### src/rtl/cfg_chain_controller_pkg.sv
// cfg_chain_controller_pkg: shared types and sizes for the configuration chain controller
package cfg_chain_controller_pkg;
    localparam int DEF_NUM_CLB  = 4;
    localparam int DEF_CFG_BITS = 17;
    localparam int BYTE_W       = 8;
    localparam int CNT_W        = $clog2(BYTE_W);

    typedef enum logic [2:0] {
        IDLE,
        L_FETCH,
        L_SHIFT,
        L_CHK,
        R_SHIFT,
        R_EMIT
    } state_t;
endpackage

### src/rtl/cfg_bit_shifter.sv
// cfg_bit_shifter: byte register serialized or filled one bit per step, indexed by its own counter
module cfg_bit_shifter
    import cfg_chain_controller_pkg::*;
(
    input  logic              clk,
    input  logic              rst,
    input  logic              load_i,
    input  logic [BYTE_W-1:0] data_i,
    input  logic              step_i,
    input  logic              cap_i,
    input  logic              ser_i,
    output logic [BYTE_W-1:0] data_o,
    output logic              ser_o,
    output logic [CNT_W-1:0]  cnt_o
);
    logic [BYTE_W-1:0] data_q;
    logic [CNT_W-1:0]  cnt_q;

    always_ff @(posedge clk) begin
        if (!rst) begin
            data_q <= '0;
            cnt_q  <= '0;
        end else if (load_i) begin
            data_q <= data_i;
            cnt_q  <= '0;
        end else if (step_i) begin
            if (cap_i) data_q[cnt_q] <= ser_i;
            cnt_q <= cnt_q + CNT_W'(1);
        end
    end

    assign data_o = data_q;
    assign ser_o  = data_q[cnt_q];
    assign cnt_o  = cnt_q;
endmodule

### src/rtl/cfg_chain_controller.sv
// cfg_chain_controller: loads the CLB scan chain from host bytes with a trailing XOR checksum,
// and reads it back by recirculating chain_tail so the configuration survives the read.
module cfg_chain_controller
    import cfg_chain_controller_pkg::*;
#(
    parameter int NUM_CLB  = DEF_NUM_CLB,
    parameter int CFG_BITS = DEF_CFG_BITS
) (
    input  logic       prog_clk,
    input  logic       rst,
    input  logic       start_load,
    input  logic       start_read,
    input  logic [7:0] cfg_data,
    input  logic       cfg_valid,
    output logic       cfg_ready,
    output logic [7:0] rd_data,
    output logic       rd_valid,
    input  logic       rd_ready,
    input  logic       chain_tail,
    output logic       prog_in,
    output logic       prog_en,
    output logic       busy,
    output logic       done,
    output logic       err
);
    localparam int CHAIN_BITS = NUM_CLB * CFG_BITS;
    localparam int CW = $clog2(CHAIN_BITS + 1);
    localparam logic [CW-1:0] LAST = CW'(CHAIN_BITS);

    state_t            state_q;
    logic [CW-1:0]     bit_cnt_q;
    logic [7:0]        xor_q;
    logic              cfg_ready_q, rd_valid_q, prog_en_q, done_q, err_q;
    logic              sh_load, sh_step, sh_cap, sh_ser;
    logic [7:0]        sh_load_data, sh_data;
    logic [CNT_W-1:0]  sh_cnt;
    logic              fetch_hs, last_bit, byte_end;

    assign fetch_hs = cfg_valid & cfg_ready_q;
    assign last_bit = (bit_cnt_q + CW'(1)) == LAST;
    assign byte_end = (sh_cnt == CNT_W'(BYTE_W - 1)) || last_bit;

    // Each byte starts from zero on readback so unused pad bits read as 0
    always_comb begin
        sh_load      = (state_q == L_FETCH && fetch_hs)
                    || (state_q == IDLE && !start_load && start_read)
                    || (state_q == R_EMIT && rd_ready && bit_cnt_q != LAST);
        sh_load_data = (state_q == L_FETCH) ? cfg_data : 8'h00;
        sh_step      = (state_q == L_SHIFT) || (state_q == R_SHIFT);
        sh_cap       = (state_q == R_SHIFT);
    end

    cfg_bit_shifter u_shifter (
        .clk    (prog_clk),
        .rst    (rst),
        .load_i (sh_load),
        .data_i (sh_load_data),
        .step_i (sh_step),
        .cap_i  (sh_cap),
        .ser_i  (chain_tail),
        .data_o (sh_data),
        .ser_o  (sh_ser),
        .cnt_o  (sh_cnt)
    );

    always_ff @(posedge prog_clk) begin
        if (!rst) begin
            state_q     <= IDLE;
            bit_cnt_q   <= '0;
            xor_q       <= '0;
            cfg_ready_q <= 1'b0;
            rd_valid_q  <= 1'b0;
            prog_en_q   <= 1'b0;
            done_q      <= 1'b0;
            err_q       <= 1'b0;
        end else begin
            done_q <= 1'b0;
            case (state_q)
                IDLE: begin
                    if (start_load) begin
                        state_q     <= L_FETCH;
                        bit_cnt_q   <= '0;
                        xor_q       <= '0;
                        err_q       <= 1'b0;
                        cfg_ready_q <= 1'b1;
                    end else if (start_read) begin
                        state_q   <= R_SHIFT;
                        bit_cnt_q <= '0;
                        prog_en_q <= 1'b1;
                    end
                end
                L_FETCH: begin
                    if (fetch_hs) begin
                        state_q     <= L_SHIFT;
                        xor_q       <= xor_q ^ cfg_data;
                        cfg_ready_q <= 1'b0;
                        prog_en_q   <= 1'b1;
                    end
                end
                L_SHIFT: begin
                    bit_cnt_q <= bit_cnt_q + CW'(1);
                    if (byte_end) begin
                        state_q     <= last_bit ? L_CHK : L_FETCH;
                        prog_en_q   <= 1'b0;
                        cfg_ready_q <= 1'b1;
                    end
                end
                L_CHK: begin
                    if (fetch_hs) begin
                        state_q     <= IDLE;
                        err_q       <= cfg_data != xor_q;
                        done_q      <= 1'b1;
                        cfg_ready_q <= 1'b0;
                    end
                end
                R_SHIFT: begin
                    bit_cnt_q <= bit_cnt_q + CW'(1);
                    if (byte_end) begin
                        state_q    <= R_EMIT;
                        prog_en_q  <= 1'b0;
                        rd_valid_q <= 1'b1;
                    end
                end
                R_EMIT: begin
                    if (rd_ready) begin
                        rd_valid_q <= 1'b0;
                        if (bit_cnt_q == LAST) begin
                            state_q <= IDLE;
                            done_q  <= 1'b1;
                        end else begin
                            state_q   <= R_SHIFT;
                            prog_en_q <= 1'b1;
                        end
                    end
                end
                default: state_q <= IDLE;
            endcase
        end
    end

    // Readback recirculates the tail straight into the head so the chain rotates in place
    assign prog_in   = (state_q == R_SHIFT) ? chain_tail : (prog_en_q & sh_ser);
    assign prog_en   = prog_en_q;
    assign cfg_ready = cfg_ready_q;
    assign rd_valid  = rd_valid_q;
    assign rd_data   = sh_data;
    assign busy      = state_q != IDLE;
    assign done      = done_q;
    assign err       = err_q;
endmodule

### config.mk
export PLATFORM = sky130hd
export DESIGN_NAME = cfg_chain_controller
export DESIGN_NICKNAME = d
export VERILOG_FILES = /design/src/rtl/cfg_chain_controller_pkg.sv /design/src/rtl/cfg_bit_shifter.sv /design/src/rtl/cfg_chain_controller.sv
export SDC_FILE = /design/constraint.sdc
export NUM_CORES = 1
export LEC_CHECK = 0
export CORE_ASPECT_RATIO = 0.8
export CORE_MARGIN = 2
export CORE_UTILIZATION = 51
export CTS_CLUSTER_SIZE = 14
export DETAILED_ROUTE_END_ITERATION = 8
export GPL_ROUTABILITY_DRIVEN = 0
export GPL_TIMING_DRIVEN = 0
export HOLD_SLACK_MARGIN = 0.05
export PLACE_DENSITY = 0.76
export SLEW_MARGIN = 20
export SYNTH_ARGS = -nofsm -noshare
export SYNTH_HDL_FRONTEND = slang
export SYNTH_SLANG_ARGS = --single-unit
### constraint.sdc
create_clock -name prog_clk -period 5.64 [get_ports prog_clk]
set_clock_uncertainty 0.15 [all_clocks]
set_input_delay 1.128 -clock prog_clk [delete_from_list [all_inputs] [get_ports prog_clk]]
set_output_delay 1.128 -clock prog_clk [all_outputs]
set_load 0.01 [all_outputs]
* Word level (Yosys, flattened, before mapping)
Index checks and enable logic that the tools add are counted.
Operators by class: equal/unequal tests 22, reduce and logical (&&, ||, !) cells 32, mux-type cells 46, $lt $le $gt $ge 2, add/sub/neg operators 2, bitwise logic cells 4
Operator list (number):
- 2-to-1 mux 8 bit | 6
- 2-to-1 mux 3 bit | 8
- 2-to-1 mux 1 bit | 18
- one-hot mux 3 bit (6 select lines) | 1
- inequality test 2 bit (second input constant) | 8
- one-hot mux 8 bit (2 select lines) | 1
- equality test 7 bit (second input constant) | 2
- 2-to-1 mux 7 bit | 2
- one-hot mux 7 bit (2 select lines) | 1
- nonzero test 2 bit | 6
- equality test 3 bit (second input constant) | 3
- AND reduction 3 bit | 3
- bitwise mux 8 bit | 1
- inequality test 8 bit | 1
- XOR 8 bit | 1
- adder 7 x 1 -> 7 bit (second input constant) | 1
- inequality test 7 bit (second input constant) | 1
- AND reduction 7 bit | 1
- equality test 3 x 2 -> 1 bit (second input constant) | 2
- logical AND 1 bit | 6
- inequality test 2 x 1 -> 1 bit (second input constant) | 3
- one-hot mux 1 bit (2 select lines) | 3
- AND reduction 6 bit | 1
- nonzero test 3 bit | 2
- other kinds (19) | 26
Storage, ports and cells: output and inout port bits 15, bits of input ports 15, bits in registers 34, logic and storage cells 118

* Logic depth before layout (Yosys ltp)
word-level depth 8, gate-level depth with buffers 7, depth with buffers taken out 6

* By module
Synthesis repeated with hierarchy kept, for this count alone.
Unflattened totals: cell total of the unflattened synthesis 265, area, all modules 2117.0 µm²
By module, submodules not included:
- cfg_chain_controller | sequential area each 460.4 µm², times used 1, area an instance 1451.4 µm², cells each 183
- cfg_bit_shifter | sequential area each 220.2 µm², times used 1, area an instance 665.6 µm², cells each 82

* Worst setup path before layout
No wires, ideal clock.
path type input to output, start point in chain_tail, end point out prog_in, slack 2.813 ns, arrival time 1.549 ns, data required time 4.362 ns, stages 3, path through buf_1 -> nand2_1 -> o21ai_0
On the way: word-level cells in the longest chain between the ends 1
Ends and longest elaborated chain:
- start: declaration | RTL line cfg_chain_controller.sv:19 | input logic chain_tail,
- 2-to-1 mux 1 bit | RTL line cfg_chain_controller.sv:142 | assign prog_in = (state_q == R_SHIFT) ? chain_tail : (prog_en_q & sh_ser);
- end: declaration | RTL line cfg_chain_controller.sv:20 | output logic prog_in,
Every way passes these cells.

* Worst setup path after layout
start point reg u_shifter.cnt_q[1], in the netlist u_shifter.cnt_o[1], end point out prog_in
On the way: word-level cells in the longest chain between the ends 4
Ends and longest elaborated chain:
- start: declaration | RTL line cfg_bit_shifter.sv:17 | logic [CNT_W-1:0] cnt_q;
- start signal: assignment | RTL line cfg_bit_shifter.sv:28 | cnt_q <= cnt_q + CNT_W'(1);
- binary-select mux 1 bit (select 3 bit) | RTL line cfg_bit_shifter.sv:33 | assign ser_o = data_q[cnt_q];
- 2-to-1 mux 1 bit (not written as such) | RTL line cfg_bit_shifter.sv:33
- AND 1 bit | RTL line cfg_chain_controller.sv:142
- 2-to-1 mux 1 bit | RTL line cfg_chain_controller.sv:142
Every way passes these cells. The select of a mux whose other input is x is not followed.

==> reports/results.txt <==
Detail Route Antenna Nets: 0
Data required, critical path: 4.36 ns
Core area: 3804 um^2
RSZ-0062 raised after global routing: false
Pwr Density: 325.2 nW/um^2
Max Slew Vio Count: 0
Crit path DAT: 2.23 ns
Ratio of cells with drive above 1 in the final layout: 0.1055
TritonCTS clock tree: built
GR Overflow Total: 0
Critical path class: flop to output pin
Yosys reg bits: 34
Post-synth top cells: 34 x dfxtp_1, 26 x nor2_1, 24 x a21oi_1
Mapped Nets: 260
Seq/Total Area, Yosys: 0.3368
Count of cell types in the netlist: 51
Die width: 74.38 um
Leakage: 0.001047 uW
Async SR Flop Fraction: 0
Setup Fix Bufs, Post-CTS: 0
Synth Cell Area: 2021 um^2
Worst-skew pair later-pin latency: 0.29 ns
Top post-synthesis cells by area: dfxtp_1 34%, a21oi_1 5.9%, nor2_1 4.8%
Finished Cell Area: 2470 um^2
Antenna violations before repair: 0
Crit path largest cell delay: 0.52 ns
Worst-margin pin slew: 0.6849 ns
Root Driver: clkbuf_8
Final count of negative-setup-slack endpoints: 0
CTS max path bufs: 2
Outcome: finished, final reports clean
Max Cap Viol: 0
Slew margin rel.: 0.5417
Antenna diode count: 0
Initial Util: 0.5313
Area growth syn-to-layout: 22.23%
# DRC: 0
WL/cell: 14.96 um
Hold Path Class: flop to flop
CTS clk-pin slew, worst paths: 0.07 ns
Minimum clock period: 3.512 ns
Number of global-route vias before repair: 1676
Clock Sink Count: 34
Sum Neg Setup Slack: 0 ns
Slowest-stage cell, CP: mux4_2
PortBufs: 27
Max frequency: 284.8 MHz
Vias per Instance: 5.648
Die area: 4485 um^2
WHS: 0.3208 ns
Critical path cell sequence: buf_2, mux4_2, mux2_2, nand2_1, o21ai_0, clkdlybuf4s50_1
Htree depth: 2
Worst setup SP type: flop
Chip height: 60.30 um
Post-synth EDFFs: 0
Critical-path maximum fanout: 8
Worst reg2reg setup slack: 3.48 ns
Synth area leader: dfxtp_1
Period utilization: 0.6226
Final number of hold-violating endpoints: 0
Clock buffer count from CTS: 5
Hpwl dp: 3596 um
Global Route Usage Sum: 0.2493
Final wirelength: 4937 um
Nets@finish: 294
Pre-CTS WS: 2.223 ns
Drt pass-1 iters: 4
Synth warn: 0
Post-CTS Hold Buffers: 0
DP Area: 2360 um^2
Critical path endpoint category: output pin
Vias: 1864
Row count: 20
Synth top area share: 0.3368
Design Power: 803.2 uW
Pin count of the biggest net entering global routing: 11
# resized after CTS: 0
Initial DRC Count: 119
Ys flop type: dfxtp_1
I/O Pins: 30
Avg Cell Area, Syn: 8.420 um^2
Top-count cell post-synth: dfxtp_1
Mapped Cells: 240
Final worst slack: 2.128 ns
Global-route wire length before repair: 8197 um
IR drop worst, VDD: 180.6 uV
==> report_power, final <==
part | internal (uW) | leakage [uW] | switching [uW]
clock | 123 | 0.0000575 | 89.2
sequential | 262 | 0.000275 | 28.1
combinational | 130 | 0.000715 | 171
total | 515 | 0.00105 | 288
==> area by class of cell <==
class / instances / area (um^2)
buffer: 12 / 53.80
timing repair buffer: 27 / 270.3
inverter: 7 / 26.28
sequential: 34 / 680.7
clock buffer: 8 / 110.1
fill: 348 / 1334
multi-input combinational: 187 / 1260
tap: 55 / 68.82
==> layout by cell type (no fill, tap or decap), types with 2 or more instances in the layout <==
master,n
or3_1,3
mux4_2,2
a2bb2oi_1,8
nor2b_1,5
mux2i_1,9
clkbuf_8,8
xor2_1,6
clkbuf_1,3
buf_2,7
xnor2_1,4
nor2_1,26
inv_1,6
o211a_1,9
nand3_1,11
and2_1,2
a21oi_1,24
nand2_1,23
buf_1,2
clkdlybuf4s50_1,27
ha_1,5
o21ai_0,11
nor3_1,10
dfxtp_1,34
==> final timing paths <==
check | from | endpoint | depth (start not counted)
max reg2reg | bit_cnt_q[0]$_SDFFE_PN0P_ | state_q[1]$_SDFFE_PN0P_ | 6
max | u_shifter.cnt_o[1]$_SDFFE_PP0N_ | prog_in | 6
min reg2reg | err$_SDFFE_PN0P_ | err$_SDFFE_PN0P_ | 2
min | err$_SDFFE_PN0P_ | err$_SDFFE_PN0P_ | 2
==> sequential cells by signal, summed over array words and instances, names as in the netlist <==
signal / cells
prog_en: 1
bit_cnt_q: 7
cfg_ready: 1
rd_valid: 1
xor_q: 8
state_q: 3
done: 1
u_shifter.data_o: 8
err: 1
u_shifter.cnt_o: 3
==> cells by family (layout without fill, tap and decap cells) <==
logic type,count (synthesis),in the layout,synth area share
and+or+nand+nor,96,96,0.2415
adders and majority gates,5,5,0.03096
AOI/OAI and AO/OA,64,64,0.2353
buffers and inverters,19,54,0.03963
DFF,34,34,0.3368
xor gates and xnor gates,10,10,0.04334
muxes,12,12,0.07245
==> metrics by stage <==
step	util	instances
detailed placement	0.6204	322
finish	0.6493	330
global placement	0.6204	322
floorplan	-	240
global route	0.6493	330
CTS	0.6493	330
==> worst max-delay path: cells and delay by family, from the launching register on <==
kind	cells	cell delay [ns]
flops	1	0.33
compound gates	1	0.07
mux	2	0.80
buf+inv	2	0.68
simple gates	1	0.06
==> metal layers <==
metal / vias up / wire, um / global-route usage
li1: 939 / - / -
met2: 46 / 2021 / 0.3477
met3: 4 / 295 / 0.06914
met5: - / 0 / 0
met4: 0 / 61 / 0.07908
met1: 875 / 2558 / 0.3711
Note: power is estimated with default switching activity, not from simulation.
